$ cat config.mk
export PLATFORM = sky130hd
export DESIGN_NAME = up_core_p_flat
export DESIGN_NICKNAME = d
export VERILOG_FILES = /design/src/rtl/up_core_p_pkg.sv /design/src/rtl/up_core_p_if.sv /design/src/rtl/up_core_p_stack.sv /design/src/rtl/up_core_p.sv /design/src/flat_wrapper.sv
export SDC_FILE = /design/constraint.sdc
export NUM_CORES = 1
export LEC_CHECK = 0
export ABC_CLOCK_PERIOD_IN_PS = 1920
export CORE_ASPECT_RATIO = 0.8
export CORE_UTILIZATION = 45
export CTS_BUF_LIST = sky130_fd_sc_hd__clkbuf_4
export DETAILED_ROUTE_END_ITERATION = 16
export DONT_BUFFER_PORTS = 1
export GPL_TIMING_DRIVEN = 0
export RECOVER_POWER = 50
export SLEW_MARGIN = 5
export SYNTH_ARGS = -nofsm -noshare
export SYNTH_HDL_FRONTEND = slang
export SYNTH_SLANG_ARGS = --single-unit
$ cat constraint.sdc
create_clock -name clock -period 1.92 [get_ports clock]
set_input_delay 0.192 -clock clock [delete_from_list [all_inputs] [get_ports clock]]
set_output_delay 0.192 -clock clock [all_outputs]
set_load 0.1 [all_outputs]
$ cat src/rtl/up_core_p_pkg.sv
// up_core_pkg: opcodes, FSM encoding and instruction-slicing helpers shared by the up_core_p slice
package up_core_pkg;
  localparam int MAX_AW = 16;
  localparam logic [3:0] OP_NOP   = 4'd0;
  localparam logic [3:0] OP_LIT   = 4'd1;
  localparam logic [3:0] OP_IN    = 4'd2;
  localparam logic [3:0] OP_LD    = 4'd3;
  localparam logic [3:0] OP_ST    = 4'd4;
  localparam logic [3:0] OP_ADDI  = 4'd5;
  localparam logic [3:0] OP_ADDM  = 4'd6;
  localparam logic [3:0] OP_SUBI  = 4'd7;
  localparam logic [3:0] OP_SUBM  = 4'd8;
  localparam logic [3:0] OP_NANDI = 4'd9;
  localparam logic [3:0] OP_JMP   = 4'd10;
  localparam logic [3:0] OP_JC    = 4'd11;
  localparam logic [3:0] OP_JZ    = 4'd12;
  localparam logic [3:0] OP_CALL  = 4'd13;
  localparam logic [3:0] OP_RET   = 4'd14;
  localparam logic [3:0] OP_OUT   = 4'd15;
  typedef enum logic {FETCH = 1'b0, EXEC = 1'b1} state_t;
  // words arrive zero-extended to the widest supported address width
  function automatic logic [3:0] instr_op(input logic [MAX_AW+3:0] w, input int aw);
    return w[aw +: 4];
  endfunction
  function automatic logic [MAX_AW-1:0] instr_field(input logic [MAX_AW+3:0] w, input int aw);
    return w[MAX_AW-1:0] & ((MAX_AW'(1) << aw) - MAX_AW'(1));
  endfunction
  function automatic logic is_mem(input logic [3:0] op);
    return op inside {OP_LD, OP_ST, OP_ADDM, OP_SUBM};
  endfunction
endpackage

$ cat src/rtl/up_core_p_if.sv
// up_core_p_if: program-ROM fetch bus and ready-handshaked data-RAM bus of the core
interface up_core_p_if #(parameter int DATA_W = 4, parameter int ADDR_W = 12);
  logic [ADDR_W-1:0] prog_addr;
  logic [ADDR_W+3:0] prog_data;
  logic [ADDR_W-1:0] ram_addr;
  logic [DATA_W-1:0] ram_wdata;
  logic [DATA_W-1:0] ram_rdata;
  logic ram_req;
  logic ram_we;
  logic ram_ready;
  modport master (output prog_addr, ram_addr, ram_wdata, ram_req, ram_we,
                  input prog_data, ram_rdata, ram_ready);
  modport slave (input prog_addr, ram_addr, ram_wdata, ram_req, ram_we,
                 output prog_data, ram_rdata, ram_ready);
endinterface

$ cat src/rtl/up_core_p_stack.sv
// up_core_stack: return-address LIFO; pushes when full and pops when empty are ignored
module up_core_stack #(parameter int WIDTH = 12, parameter int DEPTH = 4) (
  input  logic             clock,
  input  logic             reset,
  input  logic             push,
  input  logic             pop,
  input  logic [WIDTH-1:0] din,
  output logic [WIDTH-1:0] dout,
  output logic             full,
  output logic             empty
);
  localparam int PW = $clog2(DEPTH);
  logic [WIDTH-1:0] mem [DEPTH];
  logic [PW:0] sp;
  assign full = sp == (PW+1)'(DEPTH);
  assign empty = sp == '0;
  assign dout = mem[PW'(sp - (PW+1)'(1))];
  always_ff @(posedge clock or negedge reset)
    if (!reset) sp <= '0;
    else if (push && !full) sp <= sp + (PW+1)'(1);
    else if (pop && !empty) sp <= sp - (PW+1)'(1);
  always_ff @(posedge clock)
    if (push && !full) mem[PW'(sp)] <= din;
endmodule

$ cat src/rtl/up_core_p.sv
// up_core_p: two-phase accumulator core with external ROM/RAM, wait-state RAM handshake and return stack
module up_core_p
  import up_core_pkg::*;
#(
  parameter int DATA_W = 4,
  parameter int ADDR_W = 12,
  parameter int STACK_DEPTH = 4
) (
  input  logic              clock,
  input  logic              reset,
  up_core_p_if.master       bus,
  input  logic [DATA_W-1:0] pushbuttons,
  output logic [DATA_W-1:0] out_port,
  output logic              phase,
  output logic              c_flag,
  output logic              z_flag,
  output logic [DATA_W-1:0] accu,
  output logic [ADDR_W-1:0] pc,
  output logic              stk_err
);
  logic rst_meta, rst_n;
  state_t state, state_nx;
  logic [ADDR_W+3:0] ir;
  logic [MAX_AW+3:0] ir_w;
  logic [3:0] op;
  logic [ADDR_W-1:0] field, pc_inc, pc_nx, ret_addr;
  logic [DATA_W-1:0] imm, opnd, accu_nx;
  logic [DATA_W:0] alu;
  logic mem_op, done, flag_we, push, pop, full, empty;
  // reset asserts asynchronously but leaves the core only on a clock edge
  always_ff @(posedge clock or negedge reset)
    if (!reset) begin
      rst_meta <= 1'b0;
      rst_n <= 1'b0;
    end else begin
      rst_meta <= 1'b1;
      rst_n <= rst_meta;
    end
  assign ir_w = (MAX_AW+4)'(ir);
  assign op = instr_op(ir_w, ADDR_W);
  assign field = ADDR_W'(instr_field(ir_w, ADDR_W));
  assign imm = field[DATA_W-1:0];
  assign mem_op = is_mem(op);
  assign pc_inc = pc + ADDR_W'(1);
  assign bus.prog_addr = pc;
  assign bus.ram_addr = field;
  assign bus.ram_wdata = accu;
  always_ff @(posedge clock or negedge rst_n)
    if (!rst_n) state <= FETCH;
    else state <= state_nx;
  always_comb state_nx = (state == FETCH) ? EXEC : (done ? FETCH : EXEC);
  always_comb begin
    phase = state == EXEC;
    bus.ram_req = rst_n && phase && mem_op;
    bus.ram_we = op == OP_ST;
    done = phase && (!mem_op || bus.ram_ready);
  end
  assign opnd = (op == OP_ADDM || op == OP_SUBM) ? bus.ram_rdata : imm;
  assign flag_we = op inside {OP_ADDI, OP_ADDM, OP_SUBI, OP_SUBM, OP_NANDI};
  always_comb
    alu = (op == OP_ADDI || op == OP_ADDM) ? {1'b0, accu} + {1'b0, opnd} :
          (op == OP_SUBI || op == OP_SUBM) ? {1'b0, accu} - {1'b0, opnd} :
          {1'b0, ~(accu & imm)};
  always_comb
    accu_nx = (op == OP_LIT) ? imm :
              (op == OP_IN)  ? pushbuttons :
              (op == OP_LD)  ? bus.ram_rdata :
              flag_we        ? alu[DATA_W-1:0] : accu;
  always_comb
    pc_nx = (op == OP_JMP || op == OP_CALL)                  ? field :
            ((op == OP_JC && c_flag) || (op == OP_JZ && z_flag)) ? field :
            (op == OP_RET && !empty)                         ? ret_addr : pc_inc;
  assign push = done && op == OP_CALL && !full;
  assign pop = done && op == OP_RET && !empty;
  up_core_stack #(.WIDTH(ADDR_W), .DEPTH(STACK_DEPTH)) u_stack (
    .clock(clock),
    .reset(rst_n),
    .push(push),
    .pop(pop),
    .din(pc_inc),
    .dout(ret_addr),
    .full(full),
    .empty(empty)
  );
  always_ff @(posedge clock or negedge rst_n)
    if (!rst_n) begin
      ir <= '0;
      pc <= '0;
      accu <= '0;
      c_flag <= 1'b0;
      z_flag <= 1'b0;
      out_port <= '0;
      stk_err <= 1'b0;
    end else if (state == FETCH) begin
      ir <= bus.prog_data;
    end else if (done) begin
      pc <= pc_nx;
      accu <= accu_nx;
      if (flag_we) begin
        c_flag <= alu[DATA_W];
        z_flag <= alu[DATA_W-1:0] == '0;
      end
      if (op == OP_OUT) out_port <= accu;
      if ((op == OP_CALL && full) || (op == OP_RET && empty)) stk_err <= 1'b1;
    end
endmodule

$ cat src/flat_wrapper.sv
// flat-port wrapper written by rule: the top's interface ports become plain ports
module up_core_p_flat import up_core_pkg::*;
#(
  parameter int DATA_W = 4,
  parameter int ADDR_W = 12,
  parameter int STACK_DEPTH = 4
)
  (clock, reset, pushbuttons, out_port, phase, c_flag, z_flag, accu, pc, stk_err, bus_prog_addr, bus_ram_addr, bus_ram_wdata, bus_ram_req, bus_ram_we, bus_prog_data, bus_ram_rdata, bus_ram_ready);
  up_core_p_if #(.DATA_W(DATA_W), .ADDR_W(ADDR_W)) bus_i ();
  input  logic clock;
  input  logic reset;
  input  logic [DATA_W-1:0] pushbuttons;
  output logic [DATA_W-1:0] out_port;
  output logic phase;
  output logic c_flag;
  output logic z_flag;
  output logic [DATA_W-1:0] accu;
  output logic [ADDR_W-1:0] pc;
  output logic stk_err;
  output wire logic [$bits(bus_i.prog_addr)-1:0] bus_prog_addr;
  output wire logic [$bits(bus_i.ram_addr)-1:0] bus_ram_addr;
  output wire logic [$bits(bus_i.ram_wdata)-1:0] bus_ram_wdata;
  output wire logic [$bits(bus_i.ram_req)-1:0] bus_ram_req;
  output wire logic [$bits(bus_i.ram_we)-1:0] bus_ram_we;
  input wire logic [$bits(bus_i.prog_data)-1:0] bus_prog_data;
  input wire logic [$bits(bus_i.ram_rdata)-1:0] bus_ram_rdata;
  input wire logic [$bits(bus_i.ram_ready)-1:0] bus_ram_ready;
  assign bus_prog_addr = bus_i.prog_addr;
  assign bus_ram_addr = bus_i.ram_addr;
  assign bus_ram_wdata = bus_i.ram_wdata;
  assign bus_ram_req = bus_i.ram_req;
  assign bus_ram_we = bus_i.ram_we;
  assign bus_i.prog_data = bus_prog_data;
  assign bus_i.ram_rdata = bus_ram_rdata;
  assign bus_i.ram_ready = bus_ram_ready;
  up_core_p #(.DATA_W(DATA_W), .ADDR_W(ADDR_W), .STACK_DEPTH(STACK_DEPTH)) u_core (.clock(clock), .reset(reset), .bus(bus_i), .pushbuttons(pushbuttons), .out_port(out_port), .phase(phase), .c_flag(c_flag), .z_flag(z_flag), .accu(accu), .pc(pc), .stk_err(stk_err));
endmodule
; ---- Word-level counts from Yosys, hierarchy flattened
; Memories as Yosys holds them, arrays and structs flattened.
; Cells that the tools add are included.
; W data, S select, Z words.
[classes]
mux = 16
add_sub_neg = 5
n_eq_ne = 16
bitwise = 2
reduce_logical = 35
[op_table]
columns = cell, count
row1 = $mux W12, 3
row2 = $eq A4 B4 Y1 const B, 8
row3 = $mux W4, 5
row4 = $eq A4 B3 Y1 const B, 4
row5 = $logic_and A1 B1 Y1, 14
row6 = $add A12 B1 Y12 const B, 1
row7 = $reduce_and A3 Y1, 4
row8 = $mux W5, 2
row9 = $eq A4 B2 Y1 const B, 2
row10 = $reduce_bool A4 Y1, 2
row11 = $logic_or A1 B1 Y1, 7
row12 = $mux W3, 2
row13 = $add A4 B4 Y5, 1
row14 = $reduce_bool A5 Y1, 1
row15 = $sub A4 B4 Y5, 1
row16 = $and A4 B4 Y4, 1
row17 = $eq A4 B1 Y1 const B, 1
row18 = $logic_not A4 Y1, 1
row19 = $mux W1, 4
row20 = $not A4 Y4, 1
row21 = $add A3 B1 Y3 const B, 1
row22 = $eq A3 B3 Y1 const B, 1
row23 = $logic_not A1 Y1, 3
row24 = $logic_not A3 Y1, 1
row25 = 3 further kinds, 3
[totals]
in_bits = 27
n_memories = 1
out_inout_bits = 54
mem_bits_rw = 48
word_cells = 86
ff_bits = 45
[mem_list]
columns = memory, depth, width, rd, rd_clocked_by_memory_dff, write_ports, line_no
row1 = u_core.u_stack.mem, 4, 12, 1, 0, 1, up_core_p_stack.sv:13  ; logic [WIDTH-1:0] mem [DEPTH];

; ---- Logic depth before layout (Yosys ltp)
[logic_depth]
ltp_word = 10
mapped_depth = 14
mapped_depth_nobuf = 12

; ---- Hierarchy
; Synthesis repeated with hierarchy kept, for this count alone.
[hier_totals]
cells_unflattened = 442
area_unflattened_um2 = 5260.0
[by_module_without_submodules]
columns = mod, seq_area_each_um2, area_per_inst_um2, instances, cells_each
row1 = up_core_p, 1051.0, 3213.1, 1, 348
row2 = up_core_stack, 1516.5, 2047.0, 1, 94

; ---- Least setup slack after synthesis
; Ideal clock, no wire load.
[synth_timing]
path_type = register to register
from = register u_core.ir[14]
to = register u_core.accu[3]
required_time_ps = 1826
arrival_ps = 2981
setup_time_ps = 94
n_path_buf = 2
path_stages_with_launch = 13
synth_period_minus_slack_ps = 3074
setup_slack_ps = -1154
path_cell_list = dfrtp_1 -> buf_6 -> and2b_1 -> buf_4 -> a21oi_1 -> nor2_1 -> mux2_2 -> ha_1 -> o21ba_2 -> or3_1 -> a311oi_1 -> o21bai_1 -> a221oi_2
[synth_via]
elab_chain_cells = 10
word_cells_on_any_way = 28
classes_between = add/sub (2) / eq/ne (9) / mux (7) / reduce/logical (10)
[synth_rtl]
columns = item, line_no
row1 = start: declaration, up_core_p.sv:23  ; logic [ADDR_W+3:0] ir;
row2 = start signal: assignment, up_core_p.sv:95  ; ir <= bus.prog_data;
row3 = $eq A4 B3 Y1 or $eq A4 B4 Y1 (tied branches), n/a
row4 = $logic_or A1 B1 Y1, up_core_p.sv:58  ; assign opnd = (op == OP_ADDM || op == OP_SUBM) ? bus.ram_rdata : imm;
row5 = $mux W4, up_core_p.sv:58
row6 = $sub A4 B4 Y5, up_core_p.sv:62  ; (op == OP_SUBI || op == OP_SUBM) ? {1'b0, accu} - {1'b0, opnd} :
row7 = $mux W5, up_core_p.sv:62
row8 = $mux W5, up_core_p.sv:61  ; alu = (op == OP_ADDI || op == OP_ADDM) ? {1'b0, accu} + {1'b0, opnd} :
row9 = $mux W4, up_core_p.sv:68  ; flag_we ? alu[DATA_W-1:0] : accu;
row10 = $mux W4, up_core_p.sv:67  ; (op == OP_LD) ? bus.ram_rdata :
row11 = $mux W4, up_core_p.sv:66  ; (op == OP_IN) ? pushbuttons :
row12 = $mux W4, up_core_p.sv:65  ; accu_nx = (op == OP_LIT) ? imm :
row13 = end signal: assignment, up_core_p.sv:98  ; accu <= accu_nx;
row14 = end: declaration, up_core_p.sv:17  ; output logic [DATA_W-1:0] accu,
; Parallel ways exist; a longest one is shown, timed or not. The select of a mux whose other input is x is not followed.
; A chain may end at the register's enable or synchronous reset.

; ---- Final worst setup path
[layout_timing]
from = register u_core.ir[13]
to = register u_core.z_flag
[layout_via]
elab_chain_cells = 7
word_cells_on_any_way = 22
classes_between = add/sub (2) / eq/ne (7) / mux (3) / reduce/logical (10)
[layout_rtl]
columns = item, line_no
row1 = $eq A4 B3 Y1 or $eq A4 B4 Y1 (tied branches), n/a
row2 = $logic_or A1 B1 Y1, up_core_p.sv:58
row3 = $mux W4, up_core_p.sv:58
row4 = $sub A4 B4 Y5, up_core_p.sv:62
row5 = $mux W5, up_core_p.sv:62
row6 = $mux W5, up_core_p.sv:61
row7 = $logic_not A4 Y1, up_core_p.sv:101  ; z_flag <= alu[DATA_W-1:0] == '0;
row8 = end signal: assignment, up_core_p.sv:91  ; z_flag <= 1'b0;
row9 = end signal: assignment, up_core_p.sv:101
row10 = end: declaration, up_core_p.sv:16  ; output logic z_flag,
; Parallel ways exist; a longest one is shown, timed or not.

==> results.sh <==
export IMPL_cp_start_kind="register"
export IMPL_whs_ps=106
export IMPL_ant_nets=0
export IMPL_syn_cell_area_um2=5120
export IMPL_die_area_um2=11800
export IMPL_cts_clk_slew_worst_paths_ps=150
export IMPL_post_drt_wl_per_cell_um=21.8
export IMPL_placed_cell_area_um2=5550
export IMPL_slew_violations=0
export IMPL_grt_antenna_before_repair=0
export IMPL_finalHoldViolCount=0
export IMPL_setup_viol=116
export IMPL_clockBufferDepth=2
export IMPL_min_period_over_period_pct=155
export IMPL_grt_pass1_vias=3872
export IMPL_finalNetCount=546
export IMPL_ys_warn_count=0
export IMPL_stdcell_area_um2=6530
export IMPL_io_buffers=0
export IMPL_drc_errors=0
export IMPL_worst_slew_pin_slew_ps=1230
export IMPL_core_um2=11000
export IMPL_drive_above_1_share_pct=43.8
export IMPL_place_gp_congestion=0.865
export IMPL_numClockSinks=93
export IMPL_worstPathBufferInverterCount=1
export IMPL_clkLatencyLatePin_ps=450
export IMPL_die_y_um=97.4
export IMPL_synth_edf_count=48
export IMPL_max_slew_margin_pct=18.3
export IMPL_grt_overflow=0
export IMPL_fin_crit_ps=2980
export IMPL_grt_use_total_pct=25.3
export IMPL_maxCapViolations=0
export IMPL_fmax_mhz=335
export IMPL_synth_nets=476
export IMPL_ys_flop_type="edfxtp_1"
export IMPL_areaGrowthSynthToFinish_pct=27.6
export IMPL_synth_most_common_cell="edfxtp_1"
export IMPL_grt_pass1_wl_mm=21.9
export IMPL_synth_cell_types=70
export IMPL_cp_arrival_ps=3340
export IMPL_synthTopCellsByArea="edfxtp_1, dfrtp_1, mux4_2, mux2_2, buf_4"
export IMPL_antenna_cells=0
export IMPL_drtIter0Drc=262
export IMPL_initial_core_util_pct=46.6
export IMPL_ys_seq_elements=93
export IMPL_critical_path_required_ps=2280
export IMPL_pin_count=81
export IMPL_path_delay_family="compound AO/OA/AOI/OAI gates"
export IMPL_dp_hpwl_mm=9.44
export IMPL_drt_wl_total_mm=14.2
export IMPL_dp_cells=576
export IMPL_htree_levels=3
export IMPL_violations="setup timing"
export IMPL_fin_worst_skew_ps=20.1
export IMPL_async_flop_share_pct=48.4
export IMPL_cp_slowest_stage_delay_ps=560
export IMPL_num_rows=34
export IMPL_synth_top_area_cell="edfxtp_1"
export IMPL_vias=3832
export IMPL_die_w_um=121
export IMPL_ys_seq_area_share_pct=50.1
export IMPL_final_cell_count_no_fill=651
export IMPL_via_per_inst=5.89
export IMPL_cts_tree="built"
export IMPL_rsz0062_at_grt="true"
export IMPL_cp_max_fo=4
export IMPL_syn_inst=432
export IMPL_slowest_stage="fa_2"
export IMPL_worst_hold_path_type="primary input to register"
export IMPL_critPathCaptureType="register"
export IMPL_crit_chain="buf_6 > nor3b_4 > a21oi_4 > nor2_4 > mux2_4 > ha_4 > fa_2 > nand2_1 > a311o_1 > o41ai_2"
export IMPL_crit_type="register to register"
export IMPL_synth_top_cells_by_count="edfxtp_1, dfrtp_1, nand2_1, buf_4, mux2_2"
export IMPL_root_buffer="clkbuf_4"
export IMPL_synth_top_cell_area_share_pct=28.2
export IMPL_cts_buffers=9
export IMPL_status="finished with violations"
export IMPL_grt_max_degree=45
export IMPL_utilization_pct=59.5
export IMPL_synth_area_per_cell_um2=11.9
export IMPL_first_pass_iters=7
export IMPL_timing_final_ws_setup_ps=-1060
-- placed cells by master (no fill, tap or decap), drive strengths merged, types with 6 or more instances in the layout --
cell type     n
a211oi        8
dlygate4sd3  18
and3         14
o21ai        21
edfxtp       48
o22ai         6
nor2         19
a21oi        16
and2          9
xnor2         9
buf          78
nand3        11
mux2         25
mux4         12
ha           15
clkbuf       16
inv          14
dfrtp        45
nand2        37
-- worst register-to-register path, stage by stage, from the launching register on --
cell     delay (ps)
dfrtp_1         430
buf_6           140
nor3b_4         260
a21oi_4          50
nor2_4          180
mux2_4          350
ha_4            180
fa_2            560
nand2_1          50
a311o_1         360
o41ai_2         350
-- routing by layer --
metal | share of wire [%] | vias to the layer above | track usage (%)
li1 | - | 1717 | -
met1 | 48 | 1938 | 38.9
met2 | 44 | 157 | 36.7
met3 | 5.7 | 20 | 4.64
met4 | 1.3 | 0 | 5.98
met5 | 0 | - | 0
-- cell type report --
cell class / count / area [um^2]
Fill cell: 910 / 4440
Multi-Input combinational cell: 281 / 2620
Sequential cell: 93 / 2600
Timing Repair Buffer: 56 / 567
Buffer: 47 / 395
Tap cell: 144 / 180
Clock buffer: 10 / 75.1
Inverter: 14 / 60.1
Clock inverter: 6 / 38.8
-- state kept, by name, indices dropped and copies added (netlist names), 3 cells and up --
name                  cells
u_core.u_stack.mem       48
u_core.bus.prog_addr     12
u_core.accu               4
u_core.out_port           4
u_core.u_stack.sp         3
u_core.ir                16
-- path summary, 6_finish.rpt --
check / cells past startpoint / start / slack [ps] / end
worst max-delay path: 10 / u_core.ir[13] / -1060 / u_core.z_flag
worst min-delay path: 3 / bus_ram_rdata[3] / 110 / u_core.accu[3]
worst max register to register: 10 / u_core.ir[13] / -1060 / u_core.z_flag
worst min register to register: 0 / u_core.rst_meta / 370 / u_core.rst_n
max in group asynchronous: 0 / u_core.rst_n / 760 / u_core.bus.prog_addr[5]
min in group asynchronous: 0 / u_core.rst_n / 440 / u_core.bus.prog_addr[0]
-- cell families after synthesis --
logic type               after synthesis  synth area share (%)
AND/OR/NAND/NOR                      120                  12.9
other                                  1                0.0732
AO/OA/AOI/OAI                         87                  11.8
XOR/XNOR                              11                  1.88
flip-flops                            93                  50.1
multiplexers                          41                  11.6
buffers and inverters                 62                  7.26
adder cells (fa/ha/maj)               17                  4.45
-- what timing repair did --
item,CTS,global route
endpoints found under the hold margin,18,0
buffers inserted,28,8
gates resized for setup,53,31
gates cloned,6,0
pin swaps,27,18
setup endpoints to repair,106,96
hold buffers,18,0
-- stage by stage --
stage / TNS [ps] / worst slack, ps
final: -37730 / -1060
after global routing: -45600 / -1170
after CTS: -23520 / -1020
after detailed placement: -39350 / -1220
after global placement: -38590 / -1220
after floorplan: -5070 / -867
Power is not shown: default switching activity piles up to over one toggle a cycle in this logic, so the estimate is an artifact.
